==> src/rtl/hazard_unit.sv <==
// -----------------------------------------------------------------------------
// hazard_unit
//
// Purpose:
//   Data-hazard detector for a five-stage in-order pipeline. It tracks the
//   destination of the instructions now in EXE and MEM and compares it with
//   the sources of the instruction in ID. On a hazard it requests a stall:
//   the controller, IF/ID and the PC hold, and a bubble is sent into EXE.
//   A taken branch squashes the ID instruction and overrides any stall.
//
// Ports:
//   i_clk               clock, rising edge
//   i_rst               synchronous active-high reset
//   i_forward_en        1 = EXE forwarding path present (only load-use stalls)
//   i_id_valid          ID stage holds a real instruction
//   i_src1, i_src2      source registers of the ID instruction
//   i_two_src           the ID instruction actually reads i_src2
//   i_id_wb_en          ID instruction writes back a register
//   i_id_mem_r_en       ID instruction is a load
//   i_id_dest           destination register of the ID instruction
//   i_branch_taken      squash the ID instruction (flush)
//   o_hazard_detected   combinational stall request
//   o_exe_dest          tracked EXE destination (0 for a bubble)
//   o_mem_dest          tracked MEM destination (0 for a bubble)
//   o_stall_cnt         saturating count of stalled cycles since reset
// -----------------------------------------------------------------------------
module hazard_unit #(
    parameter int REG_ADDR_LEN = 5,
    parameter int CNT_LEN      = 16
) (
    input  logic                    i_clk,
    input  logic                    i_rst,
    input  logic                    i_forward_en,
    input  logic                    i_id_valid,
    input  logic [REG_ADDR_LEN-1:0] i_src1,
    input  logic [REG_ADDR_LEN-1:0] i_src2,
    input  logic                    i_two_src,
    input  logic                    i_id_wb_en,
    input  logic                    i_id_mem_r_en,
    input  logic [REG_ADDR_LEN-1:0] i_id_dest,
    input  logic                    i_branch_taken,
    output logic                    o_hazard_detected,
    output logic [REG_ADDR_LEN-1:0] o_exe_dest,
    output logic [REG_ADDR_LEN-1:0] o_mem_dest,
    output logic [CNT_LEN-1:0]      o_stall_cnt
);

    localparam logic [CNT_LEN-1:0] CNT_MAX = {CNT_LEN{1'b1}};
    localparam logic [CNT_LEN-1:0] CNT_ONE = {{(CNT_LEN-1){1'b0}}, 1'b1};

    // EXE slot: full {wb_en, mem_r_en, dest}.
    logic                    r_exe_wb_en;
    logic                    r_exe_mem_r_en;
    logic [REG_ADDR_LEN-1:0] r_exe_dest;
    // MEM slot: a load in MEM already has its data available, so the
    // mem_r_en flag of this slot never influences a decision and is not kept.
    logic                    r_mem_wb_en;
    logic [REG_ADDR_LEN-1:0] r_mem_dest;
    logic [CNT_LEN-1:0]      r_stall_cnt;

    logic w_s1_exe;
    logic w_s1_mem;
    logic w_s2_exe;
    logic w_s2_mem;
    logic w_raw_hazard;
    logic w_hazard;
    logic w_exe_load;

    // A source hits a slot when it names a real register the slot will write.
    // Register 0 is hard-wired, so it can never create a dependency.
    function automatic logic src_hit(
        input logic [REG_ADDR_LEN-1:0] src,
        input logic                    slot_wb_en,
        input logic [REG_ADDR_LEN-1:0] slot_dest
    );
        return (src != {REG_ADDR_LEN{1'b0}}) && slot_wb_en && (slot_dest == src);
    endfunction

    assign w_s1_exe = src_hit(i_src1, r_exe_wb_en, r_exe_dest);
    assign w_s1_mem = src_hit(i_src1, r_mem_wb_en, r_mem_dest);
    // src2 only counts when the instruction really reads it.
    assign w_s2_exe = i_two_src & src_hit(i_src2, r_exe_wb_en, r_exe_dest);
    assign w_s2_mem = i_two_src & src_hit(i_src2, r_mem_wb_en, r_mem_dest);

    // Raw hazard: with forwarding only a load in EXE cannot be bypassed in
    // time; without forwarding any pending write in EXE or MEM must drain.
    always_comb begin
        w_raw_hazard = 1'b0;
        if (!i_id_valid) begin
            w_raw_hazard = 1'b0;
        end else if (i_forward_en) begin
            w_raw_hazard = r_exe_mem_r_en & (w_s1_exe | w_s2_exe);
        end else begin
            w_raw_hazard = w_s1_exe | w_s1_mem | w_s2_exe | w_s2_mem;
        end
    end

    // A flush discards the ID instruction, so stalling for it is pointless.
    assign w_hazard   = w_raw_hazard & ~i_branch_taken;
    assign w_exe_load = i_id_valid & ~w_hazard & ~i_branch_taken;

    // Scoreboard shift (ID -> EXE -> MEM) and saturating stall counter.
    always_ff @(posedge i_clk) begin
        if (i_rst) begin
            r_exe_wb_en    <= 1'b0;
            r_exe_mem_r_en <= 1'b0;
            r_exe_dest     <= {REG_ADDR_LEN{1'b0}};
            r_mem_wb_en    <= 1'b0;
            r_mem_dest     <= {REG_ADDR_LEN{1'b0}};
            r_stall_cnt    <= {CNT_LEN{1'b0}};
        end else begin
            r_mem_wb_en <= r_exe_wb_en;
            r_mem_dest  <= r_exe_dest;
            if (w_exe_load) begin
                r_exe_wb_en    <= i_id_wb_en;
                r_exe_mem_r_en <= i_id_mem_r_en;
                r_exe_dest     <= i_id_dest;
            end else begin
                r_exe_wb_en    <= 1'b0;
                r_exe_mem_r_en <= 1'b0;
                r_exe_dest     <= {REG_ADDR_LEN{1'b0}};
            end
            if (w_hazard && (r_stall_cnt != CNT_MAX)) begin
                r_stall_cnt <= r_stall_cnt + CNT_ONE;
            end
        end
    end

    assign o_hazard_detected = w_hazard;
    assign o_exe_dest        = r_exe_dest;
    assign o_mem_dest        = r_mem_dest;
    assign o_stall_cnt       = r_stall_cnt;

endmodule

==> config.mk <==
export PLATFORM = sky130hd
export DESIGN_NAME = hazard_unit
export DESIGN_NICKNAME = d
export VERILOG_FILES = /design/src/rtl/hazard_unit.sv
export SDC_FILE = /design/constraint.sdc
export NUM_CORES = 1
export LEC_CHECK = 0
export BUFFER_PORTS_ARGS = -buffer_cell sky130_fd_sc_hd__buf_2
export CORE_ASPECT_RATIO = 1.75
export CORE_MARGIN = 2
export CORE_UTILIZATION = 45
export DETAILED_ROUTE_END_ITERATION = 16
export GPL_ROUTABILITY_DRIVEN = 0
export GPL_TIMING_DRIVEN = 0
export PLACE_DENSITY = 0.76
export SYNTH_ARGS = -nofsm -noshare
export SYNTH_HDL_FRONTEND = slang
export SYNTH_SLANG_ARGS = --single-unit
export TNS_END_PERCENT = 100
==> constraint.sdc <==
create_clock -name i_clk -period 1.85 [get_ports i_clk]
set_input_delay 0.37 -clock i_clk [delete_from_list [all_inputs] [get_ports i_clk]]
set_output_delay 0.37 -clock i_clk [all_outputs]
set_load 0.03 [all_outputs]
==> metrics.md, run 1 <==
| Metric | Value |
|---|---|
| WL final | 4.37 mm |
| Die area | 3820 sq um |
| Depth of the most critical reg-to-reg path | 8 |
| Power Density | 563 nW/um^2 |
| Pwr Total | 1.28 mW |
| Max incr delay on CP | 0.33 ns |
| Seq/Total Area, Yosys | 38.8% |
| Yosys top cell by area | dfxtp_1 |
| Nets | 268 |
| Synthesized area per cell | 8.40 sq um |
| Synthesis-to-layout area growth | 52.4% |
| Share of the synthesized area in the top cell type | 38.8% |
| Vias in the first global route | 1,432 |
| Synthesized netlist cell count | 178 |
| Setup violators final | 24 |
| Gr usage total | 23.1% |
| #FFs+latches synth | 29 |
| Nature of the critical path endpoint | output pin |
| HPWL after DPL | 2.75 mm |
| Rel. slew slack | 50.5% |
| RSZ-0062 raised after global routing | yes |
| Hold path startpoint | i_id_dest[3] |
| Final hold viol count | 0 |
| Via Count | 1,525 |
| Final Skew | 0.00524 ns |
| Gr ovfl total | 0 |
| Critical-path top delay cell | dfxtp_2 |
| CTS root buf | clkbuf_8 |
| Final period utilization | 117% |
| Final Util | 71.7% |
| Core outline area | 3180 sq um |
| Antenna Nets Post-Route | 0 |
| Ys async rst share | 0% |
| Run status | finished with violations |
| CTS H-Tree Depth | 2 |
| Top FF cell, synth | dfxtp_1 |
| CP Max Fanout | 3 |
| Worst EP arrival | 1.79 ns |
| Number of antenna diodes | 0 |
| Highest ir drop seen on vdd | 425 uV |
| Number of synthesized flops with an enable pin | 0 |
| Clock insertion delay at the later pin of the skew report | 0.28 ns |
| WP data required | 1.48 ns |
| Hold depth | 3 |
| FF-to-FF End | o_stall_cnt[15] |
| I/O pin count | 50 |
| Initial antenna violation count | 0 |
| Startpoint types | register |
| Vias per cell | 5.30 |
| First DRT Iteration DRCs | 39 |
| Max clock buf depth | 2 |
| DRT Pass-1 Iters | 4 |
| Reg-to-reg slack, setup | -0.24 ns |
| CTS tree | yes |
| Slew @ Worst Pin | 0.743 ns |
| Num CTS Buffers | 5 |
| Share of cells above drive strength 1 | 47.8% |
| First-pass GRT wire length | 6.24 mm |
| Largest net degree at the start of global routing | 11 |
| Post-DR wirelength/cell | 15.2 microns |
| R2R Path Start | o_stall_cnt[0] |
| Die Ht | 80.3 microns |
| Syn Std Cell Area | 1500 sq um |
| Clock transition at path regs | 0.06 ns |
| Max-slew violations | 0 |
| Residual DRC | 0 |
| Cells along the critical path | xnor2_1 > nand3_2 > nor4_4 > nor2_2 > o31ai_4 > buf_6 |
| Warnings, synthesis | 0 |
| Fin worst setup slack | -0.309 ns |
| Fillers | 243 |
| Fmax | 463 MHz |
| Leak | 0.972 nW |
| Failing checks | setup timing |
| Worst min-delay path endpoint | o_exe_dest[3] |
| CTS Sinks | 29 |
| Max_cap viols | 0 |
| Synth area leaders | dfxtp_1 39%, xnor2_1 9.4%, nor2_1 6.8%, xor2_1 4.7%, nor2b_1 4.6% |
| Syn nets | 202 |
| Synth unique cells | 33 |
| Worst hold path class | input pin to register |
| Initial Util | 47.1% |
| Fin crit period | 2.16 ns |
| Die width | 47.6 microns |
| Setup CP Type | register to output pin |
| Rows | 27 |
| Port Buffer Count | 48 |
==> placed cells by master (no fill, tap or decap), types with 2 or more instances in the layout <==
cell type	netlist	final
a21o_1	2	2
a21oi_1	8	3
a21oi_2	1	5
a31o_1	3	3
and2_1	2	2
and3_1	3	3
buf_2	0	45
buf_4	0	6
buf_6	1	5
buf_8	0	2
clkbuf_1	4	5
clkbuf_8	0	5
clkinv_2	0	2
dfxtp_1	29	18
dfxtp_2	0	10
inv_1	12	12
mux2_4	0	4
nand2_1	6	6
nand2_4	0	2
nand2b_1	3	3
nand3_1	12	5
nand3_2	0	6
nand4_1	4	4
nor2_1	27	25
nor2_2	0	2
nor2b_1	11	11
nor3_1	2	2
nor4_4	0	4
xnor2_1	16	10
xnor2_2	0	6
xor2_1	8	8
==> kinds of logic (layout without fill, tap and decap cells) <==
family | after synthesis | count (layout) | share of synthesized area, %
multiplexers | 5 | 5 | 3.68
flip-flops | 29 | 29 | 38.8
AO/OA/AOI/OAI | 24 | 24 | 11.7
XOR/XNOR | 24 | 24 | 14.1
adder cells (fa/ha/maj) | 1 | 1 | 0.837
buffers and inverters | 17 | 83 | 4.77
AND/OR/NAND/NOR | 78 | 79 | 26.1
==> registers in the layout, indices dropped and copies added (netlist names) <==
register        flops
o_stall_cnt        16
o_exe_dest          5
o_mem_dest          5
r_exe_mem_r_en      1
r_exe_wb_en         1
r_mem_wb_en         1
==> stage by stage <==
stage / setup TNS [ns] / setup WS [ns] / cells / cell area (sq um) / hold slack, ns
after floorplan: -1.21 / -0.146 / 178 / 1530 / 0.431
after global placement: -8.17 / -0.456 / 269 / 1820 / 0.452
after detailed placement: -9.82 / -0.504 / 269 / 1820 / 0.449
after CTS: -4.02 / -0.259 / 286 / 2150 / 0.283
after global routing: -6.30 / -0.390 / 288 / 2280 / 0.292
final: -4.24 / -0.309 / 288 / 2280 / 0.285
==> worst max path at each step <==
stage	to	slack, ns	from	cells past startpoint
after detailed placement	o_stall_cnt[11]	-0.50	i_src2[1]	8
after global placement	o_stall_cnt[9]	-0.46	i_src2[1]	8
after floorplan	o_stall_cnt[15]	-0.15	i_src2[1]	7
final	o_hazard_detected	-0.31	o_mem_dest[1]	6
after CTS	o_hazard_detected	-0.26	i_src2[4]	7
after global routing	o_hazard_detected	-0.39	o_mem_dest[1]	6
==> timing repair <==
action,CTS,global route
resized for setup,35,22
setup endpoints to repair,23,24
pin swaps,14,7
setup buffers,7,2
gates cloned,2,0
hold buffers,0,0
==> where the power goes <==
group / leakage [nW] / internal (mW) / switching (mW)
combinational: 0.687 / 0.0615 / 0.0828
sequential: 0.240 / 0.630 / 0.00691
clock: 0.0450 / 0.260 / 0.242
==> cells in the mapped netlist, types with 2 or more instances <==
cell type / instances
a21oi_1: 8
nor3_1: 2
nor2b_1: 11
and3_1: 3
a21o_1: 2
nand3_1: 12
dfxtp_1: 29
nand2_1: 6
nand2b_1: 3
xnor2_1: 16
or4_1: 2
o21ai_0: 2
and2_1: 2
clkbuf_1: 4
inv_1: 12
o211ai_2: 2
xor2_1: 8
nor4_1: 5
nand4_1: 4
nor2_1: 27
mux2_1: 4
a31o_1: 3
==> worst max-delay path: cells and delay by family, from the launching register on <==
family | cells | cell delay [ns]
flops | 1 | 0.33
simple gates | 3 | 0.56
xor+xnor | 1 | 0.22
buf+inv | 1 | 0.17
compound gates | 1 | 0.22
==> area by class of cell <==
type	count	area, sq um	share of cell area, %
Buffer	5	30.0	1.32
Inverter	12	45.0	1.98
Tap cell	43	53.8	2.36
Clock inverter	2	10.0	0.439
Sequential cell	29	597	26.2
Multi-Input combinational cell	133	1100	48.3
Clock buffer	6	72.6	3.19
Timing Repair Buffer	58	369	16.2
==> metal layers <==
layer	GRT usage (%)	part of all wire [%]	vias to the layer above
li1	-	-	735
met1	21.9	35	717
met2	41.9	56	58
met3	5.17	5.5	15
met4	13.0	3.8	0
met5	0	0	-
No activity file was read; power rests on OpenSTA's default activity.
==> inputs of run 2 (changes only) <==
--- a/config.mk
+++ b/config.mk
@@ -11,7 +11,6 @@
 export CORE_UTILIZATION = 45
 export DETAILED_ROUTE_END_ITERATION = 16
 export GPL_ROUTABILITY_DRIVEN = 0
-export GPL_TIMING_DRIVEN = 0
 export PLACE_DENSITY = 0.76
 export SYNTH_ARGS = -nofsm -noshare
 export SYNTH_HDL_FRONTEND = slang
==> constraint.sdc (replaced) <==
create_clock -name i_clk -period 1.85 [get_ports i_clk]
set_input_delay 0.37 -clock i_clk [delete_from_list [all_inputs] [get_ports i_clk]]
set_output_delay 0.37 -clock i_clk [all_outputs]
set_load 0.1 [all_outputs]
==> metrics.md, run 2 (synthesized netlist as in run 1, its figures left out) <==
| Metric | Value |
|---|---|
| First-pass GRT wire length | 6.72 mm (+7.6%) |
| Port Buffer Count | 49 (+2.1%) |
| Gr usage total | 24.5% (+1.4 points) |
| Cell family with most CP delay | simple AND/OR/NAND/NOR gates |
| RSZ-0062 raised after global routing | yes |
| Rel. slew slack | 66.6% (+16 points) |
| Core outline area | 3180 sq um (unchanged) |
| Commonest non-fill, non-tap cell in the layout | buf_2 |
| Initial antenna violation count | 0 (unchanged) |
| Worst EP arrival | 1.91 ns (+0.12 ns) |
| Startpoint types | register |
| WP data required | 1.48 ns (about the same) |
| Synthesis-to-layout area growth | 66.2% |
| Die area | 3820 sq um (unchanged) |
| Commonest cells after routing, fill and taps aside | 46 x buf_2, 35 x buf_4, 25 x nor2_1 |
| Post-DR wirelength/cell | 17.1 microns (+13%) |
| Largest net degree at the start of global routing | 24 (+13) |
| Initial Util | 47.1% (unchanged) |
| Pwr Total | 1.33 mW (+3.5%) |
| I/O pin count | 50 (unchanged) |
| Via Count | 1,673 (+9.7%) |
| Register area | 646 sq um (+8.2%) |
| Antenna Nets Post-Route | 0 (unchanged) |
| Fillers | 226 (-7.0%) |
| Multi-input logic area | 1090 sq um (-1.0%) |
| Die Ht | 80.3 microns (unchanged) |
| CTS tree | yes |
| Power Density | 535 nW/um^2 (-5.1%) |
| CTS H-Tree Depth | 2 (unchanged) |
| CTS root buf | clkbuf_8 |
| Fin worst setup slack | -0.432 ns (-0.122 ns) |
| Highest ir drop seen on vdd | 599 uV (+41%) |
| Number of antenna diodes | 0 (unchanged) |
| Fin crit period | 2.28 ns (+0.122 ns) |
| Nature of the critical path endpoint | output pin |
| CTS Sinks | 29 (unchanged) |
| Residual DRC | 0 (unchanged) |
| Final hold viol count | 0 (unchanged) |
| Final Util | 78.3% (+6.5 points) |
| Final period utilization | 123% (+6.6 points) |
| Max-slew violations | 0 (unchanged) |
| Crit path buffers/inverters | 1 (unchanged) |
| Share of cells above drive strength 1 | 56.9% (+9.1 points) |
| DP Area | 2120 sq um (+16%) |
| Worst Setup SP | o_mem_dest[0] |
| Max reg flops | 16 (unchanged) |
| CP Max Fanout | 3 (unchanged) |
| Max_cap viols | 0 (unchanged) |
| First DRT Iteration DRCs | 46 (+18%) |
| Cells along the critical path | xnor2_4 > nand3_2 > nor4_4 > nor2_2 > o31ai_4 > buf_12 |
| Failing checks | setup timing |
| R2R Path Start | o_mem_dest[1] |
| Rows | 27 (unchanged) |
| Num CTS Buffers | 5 (unchanged) |
| Gr ovfl total | 0 (unchanged) |
| Vias per cell | 5.36 (+1.3%) |
| Fmax | 438 MHz (-5.4%) |
| WL final | 5.35 mm (+22%) |
| Max clock buf depth | 2 (unchanged) |
| Vias in the first global route | 1,610 (+12%) |
| Clock transition at path regs | 0.07 ns (about the same) |
| Leak | 1.10 nW (+14%) |
| Nets | 292 (+9.0%) |
| Worst hold path class | input pin to register |
| Slew @ Worst Pin | 0.504 ns (-0.239 ns) |
| Clock insertion delay at the later pin of the skew report | 0.28 ns (about the same) |
| Die width | 47.6 microns (unchanged) |
| DRT Pass-1 Iters | 4 (unchanged) |
| Final Skew | 0.00874 ns (+0.00349 ns) |
| Setup violators final | 17 (-29%) |
| Cell area after layout | 2480 sq um (+9.1%) |
| Max incr delay on CP | 0.37 ns (+0.04 ns) |
| Run status | finished with violations |
| Critical-path top delay cell | dfxtp_4 |
| HPWL after DPL | 3.19 mm (+16%) |
| Setup CP Type | register to output pin |
| Hold path startpoint | i_id_dest[0] |
[run 2: cell types whose count changed in the layout (fill, tap and decap cells not counted), sizes merged]
cell	change
clkbuf	-5
clkinv	+1
buf	+28
[run 2: path summary, 6_finish.rpt]
kind | to | slack [ns] | cells after the start
hold reg to reg | r_mem_wb_en | 0.50 | 1
setup / recovery | o_hazard_detected | -0.43 | 6
setup reg to reg | o_stall_cnt[14] | -0.12 | 9
hold / removal | o_exe_dest[0] | 0.29 | 3
[run 2: cell type report]
class	instances	area share, %
multi-input combinational	133	43.9
sequential	29	26.0
timing repair buffer	87	22.9
clock buffer	5	2.77
tap	43	2.17
inverter	12	1.81
clock inverter	3	0.504
[run 2: tightest hold or removal path: stages]
cell and delay [ns]:
buf_2 0.09, inv_1 0.04, nor2_1 0.03
[run 2: metal layers]
layer	global-route usage (%)	vias up	part of all wire, %
met5	0	-	0
met4	12.2	0	4.2
met3	5.62	16	5.4
met2	46.8	70	55
met1	21.6	803	35
li1	-	784	-
[run 2: timing repair]
item / in CTS / in global routing
cloned: 0 / 1
setup endpoints to repair: 17 / 24
hold buffers: 0 / 0
gates resized for setup: 20 / 21
pin swaps: 7 / 6
setup buffers: 3 / 3
[run 2: report_power, final]
part	internal (mW)	switching [mW]
logic	0.0835	0.125
clock network	0.253	0.245
registers	0.614	0.00819
total	0.950	0.379
[run 2: per-stage QoR]
step / instances / hold slack [ns] / TNS [ns] / setup WS, ns
finish: 312 / 0.286 / -3.41 / -0.432
floorplan: 178 / 0.431 / -4.51 / -0.606
global placement: 297 / 0.438 / -6.00 / -0.373
global route: 312 / 0.295 / -4.28 / -0.460
detailed placement: 297 / 0.460 / -7.03 / -0.414
CTS: 308 / 0.293 / -1.50 / -0.292
==> inputs of run 3 (changes only) <==
--- a/config.mk
+++ b/config.mk
@@ -5,13 +5,14 @@
 export SDC_FILE = /design/constraint.sdc
 export NUM_CORES = 1
 export LEC_CHECK = 0
+export ABC_AREA = 1
 export BUFFER_PORTS_ARGS = -buffer_cell sky130_fd_sc_hd__buf_2
 export CORE_ASPECT_RATIO = 1.75
 export CORE_MARGIN = 2
-export CORE_UTILIZATION = 45
+export CORE_UTILIZATION = 47
 export DETAILED_ROUTE_END_ITERATION = 16
 export GPL_ROUTABILITY_DRIVEN = 0
-export PLACE_DENSITY = 0.76
+export PLACE_DENSITY = 0.77
 export SYNTH_ARGS = -nofsm -noshare
 export SYNTH_HDL_FRONTEND = slang
 export SYNTH_SLANG_ARGS = --single-unit
==> metrics.md, run 3 <==
| Metric | Value |
|---|---|
| Final Util | 67.1% (-11 points) |
| Residual DRC | 0 (unchanged) |
| Synth unique cells | 18 (-45%) |
| Rel. slew slack | 67.6% (+0.97 points) |
| Number of synthesized flops with an enable pin | 0 (unchanged) |
| Top FF cell, synth | dfxtp_1 |
| Crit path buffers/inverters | 4 (+3) |
| Gr ovfl total | 0 (unchanged) |
| Fin crit period | 1.96 ns (-0.323 ns) |
| Final hold viol count | 0 (unchanged) |
| Syn nets | 299 (+48%) |
| Clock transition at path regs | 0.06 ns (about the same) |
| Post-synth top cells | 78 x nand2_1, 46 x inv_1, 43 x nor2_1 |
| DP Area | 2270 sq um (+7.3%) |
| Yosys top cell by area | dfxtp_1 |
| Commonest non-fill, non-tap cell in the layout | nand2_1 |
| Fmax | 511 MHz (+17%) |
| Core outline area | 3590 sq um (+13%) |
| Initial Util | 48.6% (+1.5 points) |
| Num CTS Buffers | 5 (unchanged) |
| Final Skew | 0.00359 ns (-0.00515 ns) |
| Warnings, synthesis | 0 (unchanged) |
| Setup violators final | 1 (-16) |
| Cell Count, Final, Fillers Out | 386 (+24%) |
| HPWL after DPL | 3.67 mm (+15%) |
| Final period utilization | 106% (-17 points) |
| Share of the synthesized area in the top cell type | 33.2% (-5.6 points) |
| Leak | 1.16 nW (+4.7%) |
| Power Density | 530 nW/um^2 (-0.89%) |
| Cell area after layout | 2410 sq um (-3.0%) |
| Antenna Nets Post-Route | 0 (unchanged) |
| Synthesized area per cell | 6.35 sq um (-24%) |
| Pre-CTS setup slack | -0.0207 ns (+0.394 ns) |
| WP data required | 1.48 ns (about the same) |
| CP most frequent cell | nand2_2 |
| Cells along the critical path | inv_2 > nand2_2 > nand2_2 > inv_2 > nand2_2 > nor2_2 > nand2_1 > nand2_1 > nand2_2 > nand2_4 > nand2_4 > clkinvlp_4 > buf_12 |
| Number of antenna diodes | 0 (unchanged) |
| I/O pin count | 50 (unchanged) |
| DRT Pass-1 Iters | 4 (unchanged) |
| Hold slack | 0.287 ns (+0.000431 ns) |
| Synthesized netlist cell count | 275 (+54%) |
| Vias in the first global route | 1,914 (+19%) |
| Setup CP Type | register to output pin |
| Cell family with most CP delay | simple AND/OR/NAND/NOR gates |
| Max reg flops | 16 (unchanged) |
| Failing checks | setup timing |
| Die width | 50.1 microns (+5.3%) |
| Nets | 363 (+24%) |
| Die Ht | 84.6 microns (+5.5%) |
| Largest net degree at the start of global routing | 20 (-17%) |
| Max-slew violations | 0 (unchanged) |
| CTS root buf | clkbuf_8 |
| Run status | finished with violations |
| Via Count | 1,880 (+12%) |
| Gr usage total | 24.7% (+0.19 points) |
| Worst hold path class | input pin to register |
| CTS tree | yes |
| Max clock buf depth | 2 (unchanged) |
| Max_cap viols | 0 (unchanged) |
| Synth area leaders | dfxtp_1 33%, nand2_1 17%, inv_1 9.9%, nor2_1 9.2%, xor2_1 6.0% |
| Slew @ Worst Pin | 0.489 ns (-0.0147 ns) |
| Fillers | 339 (+50%) |
| WL final | 4.76 mm (-11%) |
| Max incr delay on CP | 0.36 ns (about the same) |
| Clock insertion delay at the later pin of the skew report | 0.28 ns (about the same) |
| Commonest cells after routing, fill and taps aside | 68 x nand2_1, 48 x buf_2, 41 x nor2_1 |
| Post-DR wirelength/cell | 12.3 microns (-28%) |
| Nature of the critical path endpoint | output pin |
| CTS H-Tree Depth | 2 (unchanged) |
| Seq/Total Area, Yosys | 33.2% (-5.6 points) |
| Highest ir drop seen on vdd | 625 uV (+4.2%) |
| Die area | 4240 sq um (+11%) |
| Setup TNS | -0.109 ns (+3.30 ns) |
| #FFs+latches synth | 29 (unchanged) |
| Worst EP arrival | 1.59 ns (-0.32 ns) |
| DP Cell Count | 375 (+26%) |
| Ys async rst share | 0% (unchanged) |
| Vias per cell | 4.87 (-9.2%) |
| Fin worst setup slack | -0.109 ns (+0.323 ns) |
| First DRT Iteration DRCs | 40 (-13%) |
| Share of cells above drive strength 1 | 37.1% (-20 points) |
| Rows | 29 (+7.4%) |
| Port Buffer Count | 49 (unchanged) |
| Syn Std Cell Area | 1750 sq um (+17%) |
| Most numerous cell in the Yosys netlist | nand2_1 |
| Initial antenna violation count | 0 (unchanged) |
| CP Max Fanout | 4 (+1) |
| Synthesis-to-layout area growth | 38.0% |
| First-pass GRT wire length | 8.01 mm (+19%) |
| Pwr Total | 1.28 mW (-3.9%) |
| RSZ-0062 raised after global routing | yes |
| CTS Sinks | 29 (unchanged) |
| Critical-path top delay cell | dfxtp_4 |
| Startpoint types | register |
==> run 3: what timing repair did <==
item | in CTS | in global routing
buffers inserted | 1 | 2
endpoints found under the setup margin | 1 | 3
gates resized for setup | 3 | 9
hold buffers | 0 | 0
hold endpoints to repair | 0 | 0
pin swaps | 1 | 6
==> run 3: report_power, final <==
part,internal [mW],total (mW),leakage (nW),switching [mW]
logic,0.0566,0.166,0.863,0.109
clock network,0.266,0.499,0.0395,0.233
registers,0.605,0.612,0.253,0.00704
==> run 3: cell type report <==
class	instances	area (sq um)	share of cell area, %
Multi-Input combinational cell	194	1040	43.3
Sequential cell	29	663	27.5
Timing Repair Buffer	63	390	16.2
Inverter	46	176	7.32
Clock buffer	8	80.1	3.32
Tap cell	46	57.6	2.39
==> run 3: tightest hold or removal path: cells and delay by family <==
family,cells,cell delay (ns)
and+or+nand+nor,1,0.03
buffers and inverters,2,0.14
==> run 3: metal layers <==
metal | GRT usage (%) | share of wire, % | vias up
met5 | 0 | 0 | -
met4 | 11.4 | 2.0 | 0
met3 | 4.80 | 3.3 | 8
met2 | 48.6 | 58 | 40
met1 | 23.0 | 37 | 855
li1 | - | - | 977
==> run 3: cell families (layout without fill, tap and decap cells) <==
logic type / after synthesis / in the layout / synth area share, %
buffers and inverters: 52 / 117 / 11.7
adders and majority gates: 1 / 1 / 0.716
and+or+nand+nor: 155 / 155 / 38.8
DFF: 29 / 29 / 33.2
xor gates and xnor gates: 22 / 22 / 11.0
AOI/OAI and AO/OA: 16 / 16 / 4.58
==> run 3: final timing paths <==
kind,startpoint,to,slack [ns],cells after the start
max,o_exe_dest[2],o_hazard_detected,-0.11,13
min,i_id_dest[4],o_exe_dest[4],0.29,3
max reg2reg,o_exe_dest[2],o_stall_cnt[1],0.06,16
min reg2reg,r_exe_wb_en,r_mem_wb_en,0.44,2
